<file path="config.mk">
export PLATFORM = sky130hd
export DESIGN_NAME = vga_timing_gen
export DESIGN_NICKNAME = d
export VERILOG_FILES = /design/src/rtl/vga_timing_gen.sv
export SDC_FILE = /design/constraint.sdc
export NUM_CORES = 1
export LEC_CHECK = 0
export BUFFER_PORTS_ARGS = -buffer_cell sky130_fd_sc_hd__buf_4
export CORE_UTILIZATION = 55
export DETAILED_ROUTE_END_ITERATION = 8
export PLACE_DENSITY = 0.8
export SLEW_MARGIN = 20
export SYNTH_ARGS = -nofsm -noshare
export SYNTH_HDL_FRONTEND = slang
export SYNTH_SLANG_ARGS = --single-unit
</file>
<file path="constraint.sdc">
create_clock -name clk -period 2.72 [get_ports clk]
set_clock_uncertainty 0.1 [all_clocks]
set_input_delay 0.408 -clock clk [delete_from_list [all_inputs] [get_ports clk]]
set_output_delay 0.408 -clock clk [all_outputs]
set_load 0.03 [all_outputs]
</file>
<file path="src/rtl/vga_timing_gen.sv">
// Two-mode VGA raster timing generator with pixel clock-enable and registered, pixel-aligned outputs.
// Mode 1 and frame-boundary mode switching are built only when VGA_TIMING_MODESEL_EN is defined.
module vga_timing_gen #(
    parameter int HW           = 11,
    parameter int VW           = 10,
    parameter int H_DISPLAY    = 1024,
    parameter int H_FRONT      = 24,
    parameter int H_SYNC       = 136,
    parameter int H_BACK       = 160,
    parameter int V_DISPLAY    = 768,
    parameter int V_BOTTOM     = 3,
    parameter int V_SYNC       = 6,
    parameter int V_TOP        = 29,
    parameter bit H_SYNC_POL   = 1'b0,
    parameter bit V_SYNC_POL   = 1'b0,
    parameter int A_H_DISPLAY  = 640,
    parameter int A_H_FRONT    = 16,
    parameter int A_H_SYNC     = 96,
    parameter int A_H_BACK     = 48,
    parameter int A_V_DISPLAY  = 480,
    parameter int A_V_BOTTOM   = 10,
    parameter int A_V_SYNC     = 2,
    parameter int A_V_TOP      = 33,
    parameter bit A_H_SYNC_POL = 1'b0,
    parameter bit A_V_SYNC_POL = 1'b0
) (
    input  logic          clk,
    input  logic          reset,
    input  logic          ce,
    input  logic          mode_sel,
    output logic          hsync,
    output logic          vsync,
    output logic          display_on,
    output logic [HW-1:0] hpos,
    output logic [VW-1:0] vpos,
    output logic          line_start,
    output logic          frame_start,
    output logic          active_mode
);

    localparam logic [HW-1:0] M0_H_MAX    = HW'(H_DISPLAY + H_FRONT + H_SYNC + H_BACK - 1);
    localparam logic [HW-1:0] M0_H_DISP   = HW'(H_DISPLAY);
    localparam logic [HW-1:0] M0_HS_START = HW'(H_DISPLAY + H_FRONT);
    localparam logic [HW-1:0] M0_HS_END   = HW'(H_DISPLAY + H_FRONT + H_SYNC - 1);
    localparam logic [VW-1:0] M0_V_MAX    = VW'(V_DISPLAY + V_BOTTOM + V_SYNC + V_TOP - 1);
    localparam logic [VW-1:0] M0_V_DISP   = VW'(V_DISPLAY);
    localparam logic [VW-1:0] M0_VS_START = VW'(V_DISPLAY + V_BOTTOM);
    localparam logic [VW-1:0] M0_VS_END   = VW'(V_DISPLAY + V_BOTTOM + V_SYNC - 1);

`ifdef VGA_TIMING_MODESEL_EN
    localparam logic [HW-1:0] M1_H_MAX    = HW'(A_H_DISPLAY + A_H_FRONT + A_H_SYNC + A_H_BACK - 1);
    localparam logic [HW-1:0] M1_H_DISP   = HW'(A_H_DISPLAY);
    localparam logic [HW-1:0] M1_HS_START = HW'(A_H_DISPLAY + A_H_FRONT);
    localparam logic [HW-1:0] M1_HS_END   = HW'(A_H_DISPLAY + A_H_FRONT + A_H_SYNC - 1);
    localparam logic [VW-1:0] M1_V_MAX    = VW'(A_V_DISPLAY + A_V_BOTTOM + A_V_SYNC + A_V_TOP - 1);
    localparam logic [VW-1:0] M1_V_DISP   = VW'(A_V_DISPLAY);
    localparam logic [VW-1:0] M1_VS_START = VW'(A_V_DISPLAY + A_V_BOTTOM);
    localparam logic [VW-1:0] M1_VS_END   = VW'(A_V_DISPLAY + A_V_BOTTOM + A_V_SYNC - 1);
    localparam bit            M1_H_POL    = A_H_SYNC_POL;
    localparam bit            M1_V_POL    = A_V_SYNC_POL;
`else
    // Single-mode build: mode 1 aliases mode 0 so the muxes below fold away.
    localparam logic [HW-1:0] M1_H_MAX    = M0_H_MAX;
    localparam logic [HW-1:0] M1_H_DISP   = M0_H_DISP;
    localparam logic [HW-1:0] M1_HS_START = M0_HS_START;
    localparam logic [HW-1:0] M1_HS_END   = M0_HS_END;
    localparam logic [VW-1:0] M1_V_MAX    = M0_V_MAX;
    localparam logic [VW-1:0] M1_V_DISP   = M0_V_DISP;
    localparam logic [VW-1:0] M1_VS_START = M0_VS_START;
    localparam logic [VW-1:0] M1_VS_END   = M0_VS_END;
    localparam bit            M1_H_POL    = H_SYNC_POL;
    localparam bit            M1_V_POL    = V_SYNC_POL;

    logic        unused_mode_sel;
    logic [31:0] unused_a_params;
    assign unused_mode_sel = mode_sel;
    assign unused_a_params = 32'(A_H_DISPLAY + A_H_FRONT + A_H_SYNC + A_H_BACK + A_V_DISPLAY
                                 + A_V_BOTTOM + A_V_SYNC + A_V_TOP + int'(A_H_SYNC_POL)
                                 + int'(A_V_SYNC_POL));
`endif

    logic [HW-1:0] hpos_q, hpos_d;
    logic [VW-1:0] vpos_q, vpos_d;
    logic          mode_q, mode_d;
    logic          hsync_q, hsync_d;
    logic          vsync_q, vsync_d;
    logic          disp_q, disp_d;
    logic          line_start_q, line_start_d;
    logic          frame_start_q, frame_start_d;

    logic          h_wrap, v_wrap;
    logic [HW-1:0] cur_h_max, nxt_h_disp, nxt_hs_start, nxt_hs_end;
    logic [VW-1:0] cur_v_max, nxt_v_disp, nxt_vs_start, nxt_vs_end;
    logic          nxt_h_pol, nxt_v_pol;

    always_comb begin
        hpos_d        = hpos_q;
        vpos_d        = vpos_q;
        mode_d        = mode_q;
        hsync_d       = hsync_q;
        vsync_d       = vsync_q;
        disp_d        = disp_q;
        line_start_d  = 1'b0;
        frame_start_d = 1'b0;

        // Wrap detection uses the mode of the frame being scanned out.
        cur_h_max = mode_q ? M1_H_MAX : M0_H_MAX;
        cur_v_max = mode_q ? M1_V_MAX : M0_V_MAX;
        h_wrap    = (hpos_q == cur_h_max);
        v_wrap    = (vpos_q == cur_v_max);

        if (ce) begin
            hpos_d = h_wrap ? '0 : hpos_q + HW'(1);
            if (h_wrap) begin
                vpos_d = v_wrap ? '0 : vpos_q + VW'(1);
            end
            if (h_wrap && v_wrap) begin
`ifdef VGA_TIMING_MODESEL_EN
                mode_d = mode_sel;
`else
                mode_d = 1'b0;
`endif
            end
        end

        // Decode looks at the post-edge position and mode so every output matches hpos/vpos.
        nxt_h_disp   = mode_d ? M1_H_DISP   : M0_H_DISP;
        nxt_hs_start = mode_d ? M1_HS_START : M0_HS_START;
        nxt_hs_end   = mode_d ? M1_HS_END   : M0_HS_END;
        nxt_v_disp   = mode_d ? M1_V_DISP   : M0_V_DISP;
        nxt_vs_start = mode_d ? M1_VS_START : M0_VS_START;
        nxt_vs_end   = mode_d ? M1_VS_END   : M0_VS_END;
        nxt_h_pol    = mode_d ? M1_H_POL    : H_SYNC_POL;
        nxt_v_pol    = mode_d ? M1_V_POL    : V_SYNC_POL;

        if (ce) begin
            hsync_d       = (hpos_d >= nxt_hs_start && hpos_d <= nxt_hs_end) ? nxt_h_pol : ~nxt_h_pol;
            vsync_d       = (vpos_d >= nxt_vs_start && vpos_d <= nxt_vs_end) ? nxt_v_pol : ~nxt_v_pol;
            disp_d        = (hpos_d < nxt_h_disp) && (vpos_d < nxt_v_disp);
            line_start_d  = (hpos_d == '0);
            frame_start_d = (hpos_d == '0) && (vpos_d == '0);
        end
    end

    // Reset parks the raster on the last pixel of a mode 0 frame so the first ce lands on (0,0).
    always_ff @(posedge clk) begin
        if (reset) begin
            hpos_q        <= M0_H_MAX;
            vpos_q        <= M0_V_MAX;
            mode_q        <= 1'b0;
            hsync_q       <= ~H_SYNC_POL;
            vsync_q       <= ~V_SYNC_POL;
            disp_q        <= 1'b0;
            line_start_q  <= 1'b0;
            frame_start_q <= 1'b0;
        end else begin
            hpos_q        <= hpos_d;
            vpos_q        <= vpos_d;
            mode_q        <= mode_d;
            hsync_q       <= hsync_d;
            vsync_q       <= vsync_d;
            disp_q        <= disp_d;
            line_start_q  <= line_start_d;
            frame_start_q <= frame_start_d;
        end
    end

    assign hpos        = hpos_q;
    assign vpos        = vpos_q;
    assign active_mode = mode_q;
    assign hsync       = hsync_q;
    assign vsync       = vsync_q;
    assign display_on  = disp_q;
    assign line_start  = line_start_q;
    assign frame_start = frame_start_q;

endmodule

</file>
# After elaboration in Yosys (flattened, before gate mapping)
# Cells that the tools add are included.
# word_totals
register_bits	26
inputBits	4
output_inout_bits	27
word_cells	32
# op_classes
addsub	2
order_cmp	6
n_eq_ne	2
muxes	7
bitwise	1
reduce_logical	7
# ops
cell	count
$mux W10	3
$mux W11	2
$add A11 B1 Y11 const B	1
$eq A11 B11 Y1 const B	1
$ge A11 B11 Y1 const B	1
$le A11 B11 Y1 const B	1
$logic_not A11 Y1	1
$lt A11 B11 Y1 const B	1
$add A10 B1 Y10 const B	1
$eq A10 B10 Y1 const B	1
$ge A10 B10 Y1 const B	1
$le A10 B10 Y1 const B	1
$logic_not A10 Y1	1
$lt A10 B10 Y1 const B	1
$logic_and A1 B1 Y1	4
$mux W1	2
$reduce_or A2 Y1	1
$not A1 Y1	1

# Longest topological paths before layout
# logic_depth
ltp_word	7
mapped_depth	8
ltp_nobuf	8

# Worst setup path before layout
# No wires, ideal clock.
# synth_timing
path_type	register to register
from	reg hpos_q[0] (netlist: hpos[0])
to	reg vsync_q (netlist: vsync)
setup_time_ns	0.074
arrival_time_ns	2.296
path_slack_ns	0.250
path_stages_with_launch	9
path_buffers	1
path_cell_list	dfxtp_1 ha_1 nand4_1 or3_4 buf_6 nor4b_4 a21oi_2 mux2_4 a31oi_1
# synth_between
elab_chain_len	6
# synth_rtl
element	line	text
from (decl)	82	logic [HW-1:0] hpos_q, hpos_d;
from (signal assigned)	157	hpos_q <= hpos_d;
$eq A11 B11 Y1 *	109	h_wrap = (hpos_q == cur_h_max);
$mux W10 *	114	if (h_wrap) begin
$mux W10 *	112	if (ce) begin
$ge A10 B10 Y1 or $le A10 B10 Y1 (tied branches)	138	vsync_d = (vpos_d >= nxt_vs_start && vpos_d <= nxt_vs_end) ? nxt_v_pol : ~nxt_v_pol;
$logic_and A1 B1 Y1 *	138	
$mux W1 *	138	
to (signal assigned)	152	vsync_q <= ~V_SYNC_POL;
to (signal assigned)	161	vsync_q <= vsync_d;
to (decl)	86	logic vsync_q, vsync_d;
# Every way passes the cells marked *; elsewhere a longest branch is shown, timed or not.
# A chain may end at the register's enable or synchronous reset.

# Worst setup path in the final report
# layout_timing
from	reg hpos_q[1] (netlist: hpos[1])
to	reg frame_start_q (netlist: frame_start)
# layout_between
elab_chain_len	5
# layout_rtl
element	line	text
$add A11 B1 Y11 or $eq A11 B11 Y1 (tied branches)	113, 109	
$mux W11 or $mux W10 (tied branches)	113, 114	
$mux W11 or $mux W10 (tied branches)	112	
$logic_not A11 Y1 or $logic_not A10 Y1 (tied branches)	141	frame_start_d = (hpos_d == '0) && (vpos_d == '0);
$logic_and A1 B1 Y1 *	141	
to (signal assigned)	164	frame_start_q <= frame_start_d;
to (decl)	89	logic frame_start_q, frame_start_d;
# Marked as above.

==> flow_summary.yaml <==
status:
  status: "finished, violations left"
  violations: "DRC"
global_route:
  gr-total-overflow: 0
  antenna_found_initial: 0
  grt_pass1_wl_um: 6960
  grt_max_degree: 16
  grt.total_usage: 0.266
  grt_pass1_vias: 1521
routing:
  drtIter0Drc: 108
  remaining_drc_errors: 3
  ant_nets: 0
  drt-total-wl_um: 4290
  wl_per_cell_um: 16.6
  vias_per_cell: 6.54
  first_pass_iters: 6
  via_count: 1695
cts:
  clk_pin_slew_ps: 160
  cts_buffers: 3
  cts_tree: "done"
  insertion_delay_ps: 340
  cts_max_level: 1
  clock_sinks: 26
  hold_buffers: 0
  cts_buffer_depth: 2
  root_buffer: "clkbuf_4"
cells_and_area:
  final_cells: 259
  final_util: 0.701
  regArea_um2: 522
  area_growth_pct: 17.3
  layout.nets: 236
  n_antenna_cell: 0
  post_route_cells_drive_above_1_share: 0.241
  nFillCells: 240
  multi_input_area_mm2: 0.00108
synth:
  synth.most_common_cell: "dfxtp_1"
  yosys_register_bits: 26
  seq_area_frac_synth: 0.308
  synth_edf_count: 0
  synth_nets: 208
  synth-main-ff-cell: "dfxtp_1"
  ys_async_sr_fraction: 0
  synthTopCellsByArea: "dfxtp_1 31%, xnor2_1 5.2%, o21ai_0 4.4%"
  syn_inst: 201
  ys_top_cells_by_count: "26 x dfxtp_1, 15 x o21ai_0, 13 x nand2_1, 13 x nor2_1, 12 x nor3_1"
  synth_cell_types: 56
  yosys_warnings: 0
  synth_area_leader_cell: "dfxtp_1"
  syn_avg_cell_area_um2: 8.40
  netlist.area_leader.share: 0.308
  syn-cell-area_mm2: 0.00169
critical_path:
  r2r-end: "frame_start"
  startpoint: "hpos[1]"
  r2r_cells: 7
  endpoint_kind: "register"
  cp-start-kind: "register"
  reg2reg_slack_ps: 110
  setup.worst_path.class: "reg2reg"
  worstPathRequired_ps: 2860
  path_max_fanout: 12
  endpoint: "frame_start"
  r2r_start: "hpos[1]"
  cp.arrival_ps: 2750
job:
  max-cap-violations: 0
sta:
  period_needed_ps: 2610
  timing.final.ws_setup_ps: 109
  final_max_slew_viol_count: 0
  max_freq_mhz: 383
  finalHoldViolCount: 0
  slew_headroom: 0.596
  tightest_slew_ps: 597
  setup_viol: 0
  fin_crit_sh: 0.960
pwr:
  finalPower_uw: 2030
  p_per_area_mw_per_mm2: 1020
  peakVddDrop_mv: 0.605
  p_leak_uw: 0.000738
placement:
  hpwlAfterDp_um: 3020
  pre_cts_ws_ps: 88.7
  place_inst: 252
  place_congestion: 0.948
  numPortBuffers: 28
floorplan:
  dieWidth_um: 57.4
  core_mm2: 0.00283
  die-area_mm2: 0.00330
  die_h_um: 57.4
  start_util: 0.597
  pin_count: 31
  num_rows: 19
worst_hold_path:
  hold_class: "in2reg"
==> repair_timing <==
action                                  in CTS  in global routing
buffers inserted                             0                  3
endpoints found under the setup margin       0                  7
gates resized for setup                      0                  3
endpoints found under the hold margin        0                  0
==> power by group <==
| group | switching [uW] | leakage [uW] | internal [uW] |
|---|---|---|---|
| registers | 126 | 0.000212 | 463 |
| clock network | 127 | 0.0000210 | 82.0 |
| logic | 724 | 0.000505 | 504 |
==> worst min path at each step <==
stage / slack (ps) / endpoint / cells after the start / start
floorplan: 410 / hpos[8] / 1 / reset
global placement: 360 / display_on / 2 / display_on
detailed placement: 380 / display_on / 2 / display_on
CTS: 260 / hpos[6] / 2 / reset
global route: 270 / hpos[6] / 2 / reset
finish: 250 / hpos[6] / 2 / reset
==> cell families after synthesis <==
group / Yosys count / share of synthesized area
other cells: 1 / 0.00222
fa+ha+maj: 3 / 0.0222
simple gates: 86 / 0.323
xor+xnor: 10 / 0.0518
mux: 3 / 0.0215
compound gates: 52 / 0.215
buf+inv: 20 / 0.0563
flops: 26 / 0.308
==> area by class of cell <==
cell class / instances / share of cell area
tap: 31 / 0.0196
inverter: 6 / 0.0114
clock buffer: 4 / 0.0183
timing repair buffer: 37 / 0.140
multi-input combinational: 155 / 0.547
sequential: 26 / 0.263
==> sequential cells by signal (all words and copies together), names as in the netlist <==
signal       cells
hpos            11
vpos            10
display_on       1
frame_start      1
hsync            1
line_start       1
vsync            1
==> per-stage QoR <==
stage / TNS [ps] / area (um2) / hold slack (ps)
detailed placement: 0 / 1910 / 379
global placement: 0 / 1910 / 358
floorplan: 0 / 1690 / 413
finish: 0 / 1980 / 250
global route: -12.9 / 1980 / 271
CTS: 0 / 1950 / 256
==> cells in the final DEF (no fill, tap or decap), types with 3 or more instances in the layout <==
| cell type | netlist | routed |
|---|---|---|
| nor4_2 | 3 | 3 |
| nor3_1 | 12 | 11 |
| ha_1 | 3 | 3 |
| xnor2_1 | 10 | 10 |
| inv_1 | 6 | 6 |
| and3_1 | 7 | 7 |
| nand2b_1 | 6 | 6 |
| nand2_1 | 13 | 13 |
| and2_1 | 3 | 3 |
| o21ai_0 | 15 | 15 |
| and4_1 | 3 | 3 |
| dfxtp_1 | 26 | 25 |
| nand3_1 | 5 | 5 |
| buf_4 | 2 | 37 |
| clkbuf_4 | 0 | 3 |
| nor2_1 | 13 | 13 |
| a31oi_1 | 3 | 3 |
| a21oi_1 | 8 | 8 |
| nand4_1 | 6 | 6 |
==> worst max-delay path: stages (launching register included) <==
cell	delay [ps]
dfxtp_1	450
ha_1	260
nand4_1	230
or3_4	550
nor4_2	320
xnor2_1	250
o2111ai_1	170
nor4_2	180
==> metal layers <==
layer  share of wire  global-route usage
met1            0.47               0.377
met2            0.46               0.427
met3           0.062              0.0249
met4          0.0047              0.0801
met5               0                   0
Note: power is estimated with default switching activity, not from simulation.
